### src/rtl/div2or3_modulus_ctrl.sv
// Pulse-swallow modulus controller for one divide-by-2/3 prescaler cell.
// Optional fractional swallow accumulator: define DIVCTRL_FRAC_EN.
module div2or3_modulus_ctrl #(
  parameter int W      = 8,
  parameter int P_RST  = 4,
  parameter int FRAC_W = 8
) (
  input  logic              clk_in,
  input  logic              rst_n,
  input  logic              en,
  input  logic              load,
  input  logic [W-1:0]      p_val,
  input  logic [W-1:0]      s_val,
`ifdef DIVCTRL_FRAC_EN
  input  logic [FRAC_W-1:0] frac_val,
`endif
  output logic              mod_out,
  output logic              div_out,
  output logic              tc,
  output logic              busy,
  output logic              cfg_err
);

  typedef enum logic [1:0] {
    IDLE = 2'd0,
    RUN  = 2'd1,
    STOP = 2'd2
  } state_t;

  localparam logic [W-1:0] ONE  = W'(1);
  localparam logic [W-1:0] TWO  = W'(2);
  localparam logic [W:0]   ONE1 = (W+1)'(1);

  state_t       state, state_nxt;
  logic [W-1:0] cnt, cnt_nxt;
  logic [W-1:0] p_act, s_act, p_nxt, s_nxt;
  logic [W-1:0] p_sh, s_sh;
  logic         pending, pending_nxt;
  logic         wrap, start, apply, load_ok;
  logic [W:0]   s_eff_nxt;
  logic         mod_nxt, div_nxt, tc_nxt, busy_nxt, err_nxt;

`ifdef DIVCTRL_FRAC_EN
  logic [FRAC_W-1:0] acc, acc_nxt;
  logic              cy, cy_nxt;
  logic [FRAC_W:0]   acc_sum;
`endif

  // State register
  always_ff @(posedge clk_in or negedge rst_n) begin
    if (!rst_n) state <= IDLE;
    else        state <= state_nxt;
  end

  // Next-state logic
  always_comb begin
    state_nxt = state;
    case (state)
      IDLE:    if (en) state_nxt = RUN;
      RUN:     if (!en) state_nxt = STOP;
      STOP:    if (en) state_nxt = RUN;
               else if (wrap) state_nxt = IDLE;
      default: state_nxt = IDLE;
    endcase
  end

  // Counter, shadow config and apply point
  always_comb begin
    wrap  = (state != IDLE) && (cnt == p_act - ONE);
    start = (state == IDLE) && en;
    apply = (wrap || start) && pending;
`ifdef DIVCTRL_FRAC_EN
    load_ok = load && (p_val >= TWO) && (s_val < p_val);
`else
    load_ok = load && (p_val >= TWO) && (s_val <= p_val);
`endif
    err_nxt     = load && !load_ok;
    pending_nxt = load_ok || (pending && !apply);
    cnt_nxt     = (state == IDLE || wrap) ? '0 : cnt + ONE;
    p_nxt       = apply ? p_sh : p_act;
    s_nxt       = apply ? s_sh : s_act;
  end

`ifdef DIVCTRL_FRAC_EN
  // Carry out of the wrap-time add swallows one extra pulse next period
  always_comb begin
    acc_sum = {1'b0, acc} + {1'b0, frac_val};
    acc_nxt = acc;
    cy_nxt  = cy;
    if (start) begin
      acc_nxt = '0;
      cy_nxt  = 1'b0;
    end else if (wrap) begin
      acc_nxt = acc_sum[FRAC_W-1:0];
      cy_nxt  = acc_sum[FRAC_W];
    end
    s_eff_nxt = {1'b0, s_nxt} + {{W{1'b0}}, cy_nxt};
  end

  always_ff @(posedge clk_in or negedge rst_n) begin
    if (!rst_n) begin
      acc <= '0;
      cy  <= 1'b0;
    end else begin
      acc <= acc_nxt;
      cy  <= cy_nxt;
    end
  end
`else
  always_comb s_eff_nxt = {1'b0, s_nxt};
`endif

  // Outputs are decoded from next-cnt so they line up with cnt
  always_comb begin
    busy_nxt = (state_nxt != IDLE);
    mod_nxt  = busy_nxt && ({1'b0, cnt_nxt} < s_eff_nxt);
    div_nxt  = busy_nxt &&
               ({1'b0, cnt_nxt} < (({1'b0, p_nxt} + ONE1) >> 1));
    tc_nxt   = busy_nxt && (cnt_nxt == p_nxt - ONE);
  end

  always_ff @(posedge clk_in or negedge rst_n) begin
    if (!rst_n) begin
      cnt     <= '0;
      p_act   <= W'(P_RST);
      s_act   <= '0;
      p_sh    <= W'(P_RST);
      s_sh    <= '0;
      pending <= 1'b0;
      mod_out <= 1'b0;
      div_out <= 1'b0;
      tc      <= 1'b0;
      busy    <= 1'b0;
      cfg_err <= 1'b0;
    end else begin
      cnt     <= cnt_nxt;
      p_act   <= p_nxt;
      s_act   <= s_nxt;
      pending <= pending_nxt;
      if (load_ok) begin
        p_sh <= p_val;
        s_sh <= s_val;
      end
      mod_out <= mod_nxt;
      div_out <= div_nxt;
      tc      <= tc_nxt;
      busy    <= busy_nxt;
      cfg_err <= err_nxt;
    end
  end

endmodule

### config.mk
export PLATFORM = sky130hd
export DESIGN_NAME = div2or3_modulus_ctrl
export DESIGN_NICKNAME = d
export VERILOG_FILES = /design/src/rtl/div2or3_modulus_ctrl.sv
export SDC_FILE = /design/constraint.sdc
export NUM_CORES = 1
export LEC_CHECK = 0
export BUFFER_PORTS_ARGS = -buffer_cell sky130_fd_sc_hd__buf_2
export CORE_MARGIN = 2
export CORE_UTILIZATION = 35
export DETAILED_ROUTE_END_ITERATION = 10
export SLEW_MARGIN = 20
export SYNTH_ARGS = -nofsm -noshare
export SYNTH_HDL_FRONTEND = slang
export SYNTH_SLANG_ARGS = --single-unit
export TNS_END_PERCENT = 50
### constraint.sdc
create_clock -name clk_in -period 4.6 [get_ports clk_in]
set_input_delay 0.46 -clock clk_in [delete_from_list [all_inputs] [get_ports clk_in]]
set_output_delay 0.46 -clock clk_in [all_outputs]
set_load 0.02 [all_outputs]
==> flow_metrics.env, run 1 <==
export IMPL_outcome="complete, no violations"
export IMPL_die_w_um=98.97
export IMPL_cts_root_buffer="clkbuf_8"
export IMPL_cp_end_kind="register"
export IMPL_fillers=840
export IMPL_overflow=0
export IMPL_yosysUniqueCellTypes=52
export IMPL_fin_util=0.4037
export IMPL_maxCapViolCount=0
export IMPL_timing_final_crit_share=0.9143
export IMPL_rrSetupSlack_ns=0.39
export IMPL_syn_nets=353
export IMPL_h_tree_depth=2
export IMPL_fin_crit_ns=4.206
export IMPL_wl_um=6838
export IMPL_antenna_cells=0
export IMPL_avgSynthCellArea_um2=10.28
export IMPL_cts_setup_buffers=0
export IMPL_worst_slew_pin_slew_ns=0.7903
export IMPL_relSlewSlack=0.4691
export IMPL_place_hpwl_um=5465
export IMPL_reg2reg_to="div_out"
export IMPL_r2r_start="p_act[0]"
export IMPL_slew_viol_final=0
export IMPL_grt_pass1_wl_um=11690
export IMPL_drt_iter0_markers=135
export IMPL_p_per_area_nw_per_um2=533.2
export IMPL_ioPinCount=25
export IMPL_rsz0062_at_grt="false"
export IMPL_synthToLayoutAreaGrowth_pct=11.53
export IMPL_final_cell_mix="46 x dfrtp_1, 26 x inv_1, 26 x ha_1"
export IMPL_max_vdd_ir_drop_mv=0.1902
export IMPL_path_class="register to register"
export IMPL_clk_latency_ns=0.30
export IMPL_cts_buffers=5
export IMPL_drc_errors=0
export IMPL_synth_top_flop_cell="dfrtp_1"
export IMPL_fmax_ghz=0.2378
export IMPL_grt_max_degree=49
export IMPL_core_um2=8721
export IMPL_cp_required_ns=4.85
export IMPL_dr_pass1_iters=4
export IMPL_nets=380
export IMPL_arrival_ns=4.46
export IMPL_critPathMaxFanout=18
export IMPL_hold_viol_final=0
export IMPL_vias_per_cell=5.201
export IMPL_grt_pass1_vias=2359
export IMPL_ys_ff_latch=48
export IMPL_rows=34
export IMPL_die_y_um=98.97
export IMPL_cts_sinks=48
export IMPL_start_util=0.3620
export IMPL_critPathLaunchType="register"
export IMPL_synth_area_leaders="dfrtp_1 36%, ha_1 10%, mux2_2 6.8%, mux2i_1 5.1%, xnor2_1 5.0%"
export IMPL_setup_viol=0
export IMPL_globalplace_congestion=0.8471
export IMPL_drive_gt1_frac=0.1940
export IMPL_p_leak_nw=1.699
export IMPL_synthesis_area_um2=3157
export IMPL_yosys_area_top_type="dfrtp_1"
export IMPL_via_count=2304
export IMPL_wl_per_cell_um=15.44
export IMPL_cts_tree="yes"
export IMPL_cts_resized=0
export IMPL_yosysTopAreaCellShare=0.3646
export IMPL_grt_usage=0.1480
export IMPL_reg2regPathDepth=16
export IMPL_ctsLongestPathBuffers=2
export IMPL_io_buffers=24
export IMPL_die_area_um2=9795
export IMPL_final_antenna_net_count=0
export IMPL_layout_commonest_cell="dfrtp_1"
export IMPL_syn_inst=307
export IMPL_clk_pin_slew_ns=0.10
export IMPL_synth_edf_count=0
export IMPL_min_path_type="input port to async pin"
export IMPL_cts_hold_buffers=0
export IMPL_critPathLaunch="p_act[0]"
export IMPL_worst_clock_skew_ns=0.007377
export IMPL_antenna_found_initial=0
export IMPL_fin_tns_setup_ns=0
export IMPL_ys_warn_count=0
export IMPL_ys_seq_area_frac=0.3813
export IMPL_synthArstFlopShare=1.000
## per-stage QoR
stage | setup slack, ns | power [mW] | hold slack [ns] | area, um^2 | instances
after global routing | 0.01801 | 2.020 | 0.2043 | 3521 | 443
after detailed placement | 0.5151 | 1.569 | 0.4786 | 3403 | 435
after CTS | 0.4397 | 1.893 | 0.3682 | 3518 | 443
after global placement | 0.6089 | 1.552 | 0.4816 | 3403 | 435
after floorplan | 0.7686 | 1.336 | 0.1644 | 3157 | 307
final | 0.3941 | 1.877 | 0.1580 | 3521 | 443
## worst max path at each step
| stage | endpoint | cells past startpoint |
|---|---|---|
| floorplan | tc | 17 |
| global placement | div_out | 16 |
| detailed placement | div_out | 16 |
| CTS | div_out | 16 |
| global route | div_out | 16 |
| finish | div_out | 16 |
## final cells by class
type / instances / area [um^2] / area share
well taps: 108 / 135.1 / 0.03838
clock inverters: 3 / 46.29 / 0.01315
clock buffers: 5 / 68.82 / 0.01955
repair buffers: 29 / 160.2 / 0.04549
multi-input cells: 224 / 1809 / 0.5139
flip-flops and latches: 48 / 1204 / 0.3419
inverters: 26 / 97.59 / 0.02772
## cells by family (layout without fill, tap and decap cells)
group,after synthesis,in the layout,synth area share
adders and majority gates,26,26,0.1031
AOI/OAI and AO/OA,47,47,0.1007
buffers and inverters,35,63,0.04558
xor gates and xnor gates,32,32,0.09750
DFF,48,48,0.3813
and+or+nand+nor,83,83,0.1486
muxes,36,36,0.1233
## cells in the mapped netlist, drive strengths merged (3+ instances only)
library cell,number
dfrtp,46
ha,26
inv,26
mux2,20
xnor2,18
mux2i,16
nor2,15
nand2,13
o21ai,12
xor2,12
a21oi,11
nor3,9
nand3,8
nand4,6
buf,5
nand2b,5
nor2b,5
and3,4
clkbuf,4
a211o,3
a211oi,3
a21o,3
and2,3
nor4,3
or3,3
## per-layer routing
metal  global-route usage  routed length [um]  vias to the layer above
met5                    0                   0                        -
met4              0.04215                 116                        0
met3              0.01915                 188                       10
met2               0.2479                3285                       43
met1               0.2013                3247                     1110
li1                     -                   -                     1141
## registers in the layout (all words and copies together), names as in the netlist
signal   count
cnt          8
p_act        8
p_sh         8
s_act        8
s_sh         8
state        2
busy         1
cfg_err      1
div_out      1
mod_out      1
pending      1
tc           1
## where the power goes
group          internal (mW)  switching, mW
clock network          0.164          0.155
logic                  0.417          0.458
registers              0.546          0.137
## worst max-delay path, stage by stage (launching register included)
cell and delay (ns):
dfrtp_1 0.49, inv_1 0.08, ha_1 0.27, o21bai_1 0.18, a2111oi_0 0.44, a311oi_1 0.12, a211o_4 0.38, a21o_1 0.28
buf_4 0.27, o21ai_0 0.38, nand4_1 0.19, xnor2_1 0.16, ha_1 0.30, a21oi_1 0.15, nor2b_1 0.06, o21ai_0 0.19
o2111a_1 0.21
Power figures use the tool's default switching activity.
==> run 2, diff against run 1 <==
SKIP_CTS_REPAIR_TIMING = 1   (was not set)
clock period = 4.7 ns   (was 4.6 ns; I/O delays follow)
==> run 2 against run 1 <==
Final cell count is 0.68% lower. Utilization is 0.22 points lower. Worst hold slack better by 0.014 ns. Non-clock buffer count is 3 lower. Register-to-register slack better by 0.05 ns. Clock skew is 0.0024 ns lower. Sequential share of layout area is 0.18 points higher. Highest routed layer unchanged. Global-route usage is 0.22 points higher.
==> flow_metrics.env, run 2 (same netlist as run 1, synthesis figures left out) <==
export IMPL_outcome="complete, no violations"
export IMPL_p_leak_nw=1.690
export IMPL_nets=377
export IMPL_p_sw_frac=0.4033
export IMPL_die_area_um2=9795
export IMPL_wl_per_cell_um=15.69
export IMPL_switchingPower_mw=0.7396
export IMPL_r2r_start="p_act[0]"
export IMPL_h_tree_depth=2
export IMPL_critPathLaunchType="register"
export IMPL_slowest_stage="dfrtp_1"
export IMPL_seqPwrFrac=0.367
export IMPL_register_area_um2=1204
export IMPL_critPathMaxFanout=19
export IMPL_cp_end_kind="register"
export IMPL_path_class="register to register"
export IMPL_place_hpwl_um=5414
export IMPL_ctsLongestPathBuffers=2
export IMPL_p_int_mw=1.094
export IMPL_reg2regPathDepth=16
export IMPL_min_path_type="input port to async pin"
export IMPL_grt_usage=0.1503
export IMPL_dr_pass1_iters=4
export IMPL_slew_viol_final=0
export IMPL_worst_clock_skew_ns=0.005000
export IMPL_worst_slew_pin_slew_ns=0.8153
export IMPL_clk_pin_slew_ns=0.10
export IMPL_relSlewSlack=0.4523
export IMPL_antenna_found_initial=0
export IMPL_placed_area_um2=3381
export IMPL_drt_iter0_markers=101
export IMPL_die_w_um=98.97
export IMPL_cts_buffers=5
export IMPL_power_mw=1.834
export IMPL_rows=34
export IMPL_die_y_um=98.97
export IMPL_fillers=845
export IMPL_start_util=0.3620
export IMPL_cp_required_ns=4.91
export IMPL_crit_chain="inv_1, ha_1, o21bai_1, a2111oi_0, a311oi_1, a211o_4, a21o_1, buf_4, mux2i_1, nor3_1, nand4_1, xor2_1, ha_1, and4_1, nand2_1, o2111a_1"
export IMPL_multi_input_area_um2=1809
export IMPL_final_antenna_net_count=0
export IMPL_wl_um=6904
export IMPL_cts_tree="yes"
export IMPL_core_um2=8721
export IMPL_grt_pass1_wl_um=11700
export IMPL_cts_root_buffer="clkbuf_8"
export IMPL_fin_crit_ns=4.257
export IMPL_arrival_ns=4.47
export IMPL_clk_latency_ns=0.31
export IMPL_globalplace_congestion=0.8760
export IMPL_clkPwrFrac=0.177
export IMPL_maxCapViolCount=0
export IMPL_drc_errors=0
export IMPL_layout_setup_ws_ns=0.4431
export IMPL_rsz0062_at_grt="false"
export IMPL_fin_util=0.4016
export IMPL_vias_per_cell=5.182
export IMPL_place_ws_ns=0.4840
export IMPL_reg2reg_to="div_out"
export IMPL_grt_pass1_vias=2339
export IMPL_max_stage_delay_ns=0.47
export IMPL_ioPinCount=25
export IMPL_cts_sinks=48
export IMPL_max_vdd_ir_drop_mv=0.1627
export IMPL_setup_viol=0
export IMPL_p_per_area_nw_per_um2=523.6
export IMPL_rrSetupSlack_ns=0.44
export IMPL_fmax_ghz=0.2349
export IMPL_fin_cells=440
export IMPL_synthToLayoutAreaGrowth_pct=10.94
export IMPL_antenna_cells=0
export IMPL_layout_commonest_cell="dfrtp_1"
export IMPL_fin_tns_setup_ns=0
export IMPL_drive_gt1_frac=0.1867
export IMPL_power_frac_comb=0.456
export IMPL_final_cell_area_um2=3502
export IMPL_overflow=0
export IMPL_io_buffers=24
export IMPL_via_count=2280
export IMPL_final_cell_mix="46 x dfrtp_1, 26 x inv_1, 26 x ha_1"
export IMPL_hold_slack_ns=0.1717
export IMPL_grt_max_degree=49
export IMPL_timing_final_crit_share=0.9057
export IMPL_dp_cells=432
export IMPL_hold_viol_final=0
export IMPL_cpMostUsedCell="ha_1"
==> run 2: changes by cell type in the layout (fill, tap and decap cells not counted), sizes merged <==
cell	previous run	this run
clkinvlp	1	0
buf	29	26
inv	27	28
==> run 2: worst max path at each step <==
stage          slack, ns       to     start  depth (start not counted)
2_1_floorplan       0.87       tc  p_act[0]                         17
3_3_place_gp        0.56  div_out  p_act[0]                         16
3_5_place_dp        0.48  div_out  p_act[0]                         16
4_1_cts             0.46  div_out  p_act[0]                         16
5_1_grt             0.05  div_out  p_act[0]                         16
6_report            0.44  div_out  p_act[0]                         16
==> run 2: cell type report <==
cell class / count / share of cell area
clock inverters: 3 / 0.01429
repair buffers: 26 / 0.03930
inverters: 26 / 0.02787
multi-input cells: 224 / 0.5166
well taps: 108 / 0.03859
clock buffers: 5 / 0.01965
flip-flops and latches: 48 / 0.3437
==> run 2: critical path, delay by kind of cell (launching register included) <==
kind	cells	cell delay [ns]
AOI/OAI and AO/OA	6	1.60
xor gates and xnor gates	1	0.18
muxes	1	0.17
buffers and inverters	2	0.34
and+or+nand+nor	4	0.84
adders and majority gates	2	0.55
DFF	1	0.47
==> run 2: power groups by stage <==
stage	Sequential, mW	Combinational (mW)	Clock [mW]
after CTS	0.671	0.846	0.332
final	0.672	0.836	0.325
after global routing	0.690	0.949	0.350
after floorplan	0.618	0.689	0
after detailed placement	0.680	0.838	0
after global placement	0.676	0.822	0
==> run 2: layer usage <==
metal | global-route usage | vias to the layer above | part of all wire
met2 | 0.2521 | 29 | 0.47
met3 | 0.02128 | 7 | 0.026
met1 | 0.2047 | 1105 | 0.49
met5 | 0 | - | 0
met4 | 0.03793 | 0 | 0.011
li1 | - | 1139 | -
